===== config.mk =====
export PLATFORM = sky130hd
export DESIGN_NAME = alarm_bank
export DESIGN_NICKNAME = d
export VERILOG_FILES = /design/src/rtl/alarm_pkg.sv /design/src/rtl/alarm_slot.sv /design/src/rtl/alarm_bank.sv
export SDC_FILE = /design/constraint.sdc
export NUM_CORES = 1
export LEC_CHECK = 0
export CAP_MARGIN = 20
export CORE_MARGIN = 2
export CORE_UTILIZATION = 45
export CTS_CLUSTER_SIZE = 30
export DETAILED_ROUTE_END_ITERATION = 10
export PLACE_DENSITY = 0.78
export SLEW_MARGIN = 5
export SYNTH_ARGS = -nofsm -noshare
export SYNTH_HDL_FRONTEND = slang
export SYNTH_SLANG_ARGS = --single-unit

===== constraint.sdc =====
create_clock -name clk -period 4.4 [get_ports clk]
set_clock_uncertainty 0.1 [all_clocks]
set_input_delay 1.32 -clock clk [delete_from_list [all_inputs] [get_ports clk]]
set_output_delay 1.32 -clock clk [all_outputs]
set_load 0.005 [all_outputs]

===== src/rtl/alarm_pkg.sv =====
// alarm_pkg: shared slot state, BCD time layout and validity check for the alarm bank
package alarm_pkg;
    typedef enum logic [1:0] {OFF, ARMED, RINGING, SNOOZED} slot_state_e;
    typedef struct packed {
        logic [3:0] mt;
        logic [3:0] mo;
        logic [3:0] st;
        logic [3:0] so;
    } bcd_time_t;
    function automatic logic bcd_valid(bcd_time_t t);
        return t.mt <= 4'd5 && t.mo <= 4'd9 && t.st <= 4'd5 && t.so <= 4'd9;
    endfunction
endpackage


===== src/rtl/alarm_slot.sv =====
// alarm_slot: one alarm slot's state machine, stored time and ring/snooze down-counter
module alarm_slot
    import alarm_pkg::*;
#(
    parameter int RING_SEC = 60,
    parameter int SNOOZE_SEC = 300
) (
    input  logic        clk,
    input  logic        rst,
    input  logic        wr_en_i,
    input  logic [15:0] wr_time_i,
    input  logic        wr_arm_i,
    input  logic        snooze_i,
    input  logic        dismiss_i,
    input  logic        sec_strb_i,
    input  logic        trig_i,
    input  logic [15:0] cur_time_i,
    output logic [15:0] time_o,
    output logic        armed_o,
    output logic        ring_o
);
    localparam int CW = $clog2((RING_SEC > SNOOZE_SEC ? RING_SEC : SNOOZE_SEC) + 1);
    localparam logic [CW-1:0] RING_CNT = CW'(RING_SEC);
    localparam logic [CW-1:0] SNZ_CNT = CW'(SNOOZE_SEC);
    slot_state_e state_q, state_d;
    bcd_time_t tm_q, tm_d;
    logic [CW-1:0] cnt_q, cnt_d;
    logic active;
    assign active = state_q == RINGING || state_q == SNOOZED;
    always_ff @(posedge clk) begin
        if (rst) begin
            state_q <= OFF;
            tm_q <= '0;
            cnt_q <= '0;
        end else begin
            state_q <= state_d;
            tm_q <= tm_d;
            cnt_q <= cnt_d;
        end
    end
    always_comb begin
        state_d = state_q;
        tm_d = tm_q;
        cnt_d = cnt_q;
        if (wr_en_i) begin
            tm_d = wr_time_i;
            state_d = wr_arm_i ? ARMED : OFF;
            cnt_d = '0;
        end else if (dismiss_i && active) begin
            state_d = ARMED;
            cnt_d = '0;
        end else if (snooze_i && state_q == RINGING) begin
            state_d = SNOOZED;
            cnt_d = SNZ_CNT;
        end else if (state_q == ARMED && trig_i && bcd_valid(tm_q) && tm_q == cur_time_i) begin
            state_d = RINGING;
            cnt_d = RING_CNT;
        end else if (sec_strb_i && active) begin
            // expiry: a ring falls back to armed, a snooze resumes ringing
            if (cnt_q == CW'(1)) begin
                state_d = state_q == RINGING ? ARMED : RINGING;
                cnt_d = state_q == RINGING ? '0 : RING_CNT;
            end else begin
                cnt_d = cnt_q - CW'(1);
            end
        end
    end
    assign time_o = tm_q;
    assign armed_o = state_q != OFF;
    assign ring_o = state_q == RINGING;
endmodule


===== src/rtl/alarm_bank.sv =====
// alarm_bank: NUM_ALARMS alarm slots compared against the MM:SS BCD clock once per second,
// with ring mask, lowest ringing index, readback and a blink gate for the display enables.
module alarm_bank
    import alarm_pkg::*;
#(
    parameter int NUM_ALARMS = 4,
    parameter int RING_SEC = 60,
    parameter int SNOOZE_SEC = 300,
    localparam int IW = NUM_ALARMS > 1 ? $clog2(NUM_ALARMS) : 1
) (
    input  logic                  clk,
    input  logic                  rst,
    input  logic                  i_sec_strb,
    input  logic                  i_half_pulse,
    input  logic                  i_run,
    input  logic [15:0]           i_time,
    input  logic                  wr_en,
    input  logic [IW-1:0]         wr_idx,
    input  logic [15:0]           wr_time,
    input  logic                  wr_arm,
    input  logic                  cmd_snooze,
    input  logic                  cmd_dismiss,
    input  logic [IW-1:0]         rd_idx,
    output logic [15:0]           o_rd_time,
    output logic [NUM_ALARMS-1:0] o_armed_mask,
    output logic [NUM_ALARMS-1:0] o_ring_mask,
    output logic                  o_ringing,
    output logic [IW-1:0]         o_ring_idx,
    output logic                  o_flash
);
    // compare one cycle after the strobe so i_time already holds the new second
    logic cmp_tick_q;
    logic [15:0] slot_time [NUM_ALARMS];
    always_ff @(posedge clk) begin
        if (rst) cmp_tick_q <= 1'b0;
        else cmp_tick_q <= i_sec_strb;
    end
    for (genvar g = 0; g < NUM_ALARMS; g++) begin : g_slot
        alarm_slot #(.RING_SEC(RING_SEC), .SNOOZE_SEC(SNOOZE_SEC)) u_slot (
            .clk       (clk),
            .rst       (rst),
            .wr_en_i   (wr_en && wr_idx == IW'(g)),
            .wr_time_i (wr_time),
            .wr_arm_i  (wr_arm),
            .snooze_i  (cmd_snooze),
            .dismiss_i (cmd_dismiss),
            .sec_strb_i(i_sec_strb),
            .trig_i    (cmp_tick_q && i_run),
            .cur_time_i(i_time),
            .time_o    (slot_time[g]),
            .armed_o   (o_armed_mask[g]),
            .ring_o    (o_ring_mask[g])
        );
    end
    always_comb begin
        o_ring_idx = '0;
        o_rd_time = '0;
        for (int i = NUM_ALARMS - 1; i >= 0; i--) begin
            if (o_ring_mask[i]) o_ring_idx = IW'(i);
            if (rd_idx == IW'(i)) o_rd_time = slot_time[i];
        end
    end
    assign o_ringing = |o_ring_mask;
    assign o_flash = o_ringing ? i_half_pulse : 1'b1;
endmodule


==> summary.md <==
| Metric | Value |
|---|---|
| Worst slew margin | `0.363` |
| WHS Endpoint | `g_slot[0].u_slot.time_o[15]` |
| Synth Warn # | `0` |
| Final Setup Violations | `0` |
| Switching power | `0.000622 W` |
| Register-to-register setup slack | `just over 2 ns` |
| Max Cap Viol | `0` |
| Starting Density | `0.461` |
| Post-layout min period | `4.32 ns` |
| Post-synthesis adder-cell area fraction | `0.0164` |
| Post-synth EDFFs | `0` |
| Post-synth net total | `840` |
| Die footprint | `0.0145 mm²` |
| Sequential fraction of the synthesis area | `0.358` |
| Initial antenna violation count | `0` |
| Core Region | `around 0.013 mm²` |
| Avg Cell Area, Syn | `7.75 µm²` |
| Synth Cell Area | `0.00610 mm²` |
| Startpoint types | `input port` |
| CP delay by family, top | `buffers and inverters` |
| H-tree Lvls | `3` |
| Post-Route WL | `17.0 mm` |
| DRC Markers | `0` |
| CTS Hold Bufs | `0` |
| Synthesized flop and latch total | `109` |
| Rows | `42` |
| Placed Instances | `992` |
| Post-CTS Resized | `2` |
| CP peak stage delay | `0.49 ns` |
| Synth Area in Compound Gates | `0.173` |
| Fillers | `between 1k and 1.5k` |
| Achievable frequency | `0.231 GHz` |
| Drt pass-1 iters | `5` |
| Crit path max fanout | `6` |
| Setup slack at placement | `-0.0511 ns` |
| Comb power frac | `0.149` |
| Worst Reg-to-Reg Cells | `6` |
| HP Class | `flop to flop` |
| Simple-gate share of the synthesized area | `0.250` |
| Die width | `~120 µm` |
| Register area | `about 0.0022 mm²` |
| Number of distinct library cells after synthesis | `53` |
| Final net count | `881` |
| Post-route ant nets | `0` |
| Layout cells sized above 1 | `0.0684` |
| Worst flop-to-flop path endpoint | `g_slot[2].u_slot.state_q[1]` |
| Vias in the first global route | `5472` |
| Sw Share | `0.284` |
| Flop pwr share | `0.481` |
| Pleak | `approximately 2.7 nW` |
| Fin util | `0.543` |
| Final Instance Area | `0.00719 mm²` |
| Setup bufs post-CTS | `0` |
| Global-route wire length before repair | `27.8 mm` |
| Clk sink count | `109` |
| Final Slew Violations | `0` |
| Ys flop type | `dfxtp_1` |
| Post-DP HPWL | `between 10 and 15 mm` |
| Cell count of the worst hold path | `2` |
| Area of the multi-input gates | `about 0.0036 mm²` |
| RSZ-0062 raised after global routing | `no` |
| Cell Chain, Critical Path | `dlygate4sd2_1 -> bufbuf_16 -> mux4_2 -> clkdlybuf4s50_1` |
| Crit path buffers/inverters | `3` |
| Vias | `5853` |
| Worst skew pair latency | `0.36 ns` |
| Diodes inserted | `0` |
| Total congestion overflow | `0` |
| Crit path kind | `input port to primary output` |
| Slew @ Worst Pin | `0.956 ns` |
| Worst setup margin | `~0.079 ns` |
| Cells after Synth | `787` |
| Status | `finished clean` |
| Die H | `about 120 µm` |
| Post-Place Cell Area | `0.00687 mm²` |
| RR Startpoint | `g_slot[2].u_slot.time_o[13]` |
| I/O Pins | `73` |
| Setup crit end kind | `primary output` |
| Slowest cell on crit path | `mux4_2` |
| Iter 0 DRT Violations | `536` |
| CTS max path bufs | `2` |
| CTS tree | `done` |
| Xor and xnor area share after synthesis | `0.0819` |
| Num CTS Buffers | `9` |
| Placer Congestion | `around 0.97` |
| Routed len/inst | `16.9 µm` |
| Post-synthesis mux area share | `0.0642` |
| Worst vdd ir | `0.208 mV` |
| Cell-internal power | `0.00157 W` |
| Fin crit share | `0.982` |
| Area grow syn2layout | `17.9%` |
| Fin cells | `1009` |
| PwrDens | `305 mW/mm²` |
| Crit path DAT | `2.90 ns` |
| Clk slew on worst S/H paths | `0.07 ns` |
| FFs w/ async S/R, synth | `0` |
| Clock power frac | `0.371` |
| DR vias/cell | `5.80` |
| Largest family of logic cells by synthesized area | `simple AND/OR/NAND/NOR gates` |
| Pin count of the biggest net entering global routing | `between 40 and 50` |
| IO Port Bufs | `a little over 70` |
| Final Hold Viols | `0` |
| Gr usage total | `0.239` |
| Hold path startpoint | `g_slot[0].u_slot.time_o[15]` |
| Root Buffer | `clkbuf_16` |
| CP Data Required Time | `2.98 ns` |
[cells in the mapped netlist (7+ instances only)]
cell type,n,area [µm²]
nand2_1,172,646
a21oi_1,117,586
dfxtp_1,109,2180
nor2_1,43,161
clkbuf_1,34,128
xor2_1,34,298
inv_1,24,90.1
nor4_1,24,150
nor3_1,23,115
xnor2_1,23,201
o21ai_0,21,105
o22ai_1,17,106
mux4_2,16,360
a31oi_1,11,68.8
nand3_1,11,55.1
buf_4,8,60.1
ha_1,8,100
buf_2,7,35.0
nor2b_1,7,43.8
[placed cells by master, fill, tap and decap left out, types with 3 or more instances in the layout]
master / n
o22ai_1: 17
nor3_1: 23
nor2b_1: 7
o21ai_0: 21
inv_6: 5
xor2_1: 34
or4_1: 4
a211oi_1: 5
clkdlybuf4s50_1: 70
or3_1: 4
ha_1: 8
nor3b_1: 5
a21oi_1: 117
nand2b_1: 4
o2111ai_1: 4
xnor2_1: 23
or2_2: 6
nor4_1: 24
buf_4: 8
mux4_2: 16
nand3b_1: 5
and2_1: 3
nand2_1: 172
clkbuf_16: 9
inv_1: 24
nor2_1: 43
dfxtp_1: 109
nand4_1: 6
a31oi_1: 11
nand3_1: 11
[metrics by stage]
stage                     power (W)  hold WS [ns]  TNS, ns
after detailed placement    0.00139         0.373   -0.416
after floorplan             0.00126         0.346        0
after global placement      0.00139         0.360   -0.401
after global routing        0.00228         0.397        0
after CTS                   0.00220         0.381        0
final                       0.00219         0.385        0
[area by class of cell]
cell class	count	area share
clock inverters	7	0.00887
clock buffers	9	0.0313
flip-flops and latches	109	0.303
inverters	24	0.0125
well taps	176	0.0306
repair buffers	83	0.117
multi-input cells	601	0.497
[logic make-up after synthesis]
kind of cell | Yosys count
buffers and inverters | 77
muxes | 19
xor gates and xnor gates | 57
AOI/OAI and AO/OA | 188
adders and majority gates | 8
DFF | 109
and+or+nand+nor | 329
[worst register-to-register path, stage by stage (launching register included)]
cell,delay (ns)
dfxtp_1,0.37
xor2_1,0.17
nor4_1,0.40
nand2_1,0.08
or4_1,0.68
nand2_1,0.23
mux2i_1,0.22
[flip-flops by register name (all words and copies together) (netlist names)]
register	cells
g_slot.u_slot.time_o	64
g_slot.u_slot.state_q	8
cmp_tick_q	1
g_slot.u_slot.cnt_q	36
[power groups by stage]
stage | registers (W) | logic [W] | clock network, W
2_1_floorplan | 0.00106 | 0.000194 | 0
3_3_place_gp | 0.00108 | 0.000311 | 0
3_5_place_dp | 0.00108 | 0.000316 | 0
4_1_cts | 0.00105 | 0.000322 | 0.000822
5_1_grt | 0.00106 | 0.000354 | 0.000863
6_report | 0.00105 | 0.000326 | 0.000812
[metal layers]
metal  up-vias  track usage  wire length, µm
met5         -            0                0
met4         0       0.0908              482
li1       2831            -                -
met3        46       0.0472             1160
met1      2721        0.326             7460
met2       255        0.374             7940
[worst max path at each step]
stage / startpoint / to / slack [ns] / cells past startpoint
after CTS: rd_idx[1] / o_rd_time[3] / 0.07 / 4
after global placement: rd_idx[1] / o_rd_time[7] / -0.07 / 4
after global routing: rd_idx[1] / o_rd_time[1] / 0.04 / 4
after detailed placement: rd_idx[1] / o_rd_time[7] / -0.05 / 4
after floorplan: rd_idx[1] / o_rd_time[10] / 0.41 / 3
final: rd_idx[1] / o_rd_time[4] / 0.08 / 4
Note: power is estimated with default switching activity, not from simulation.
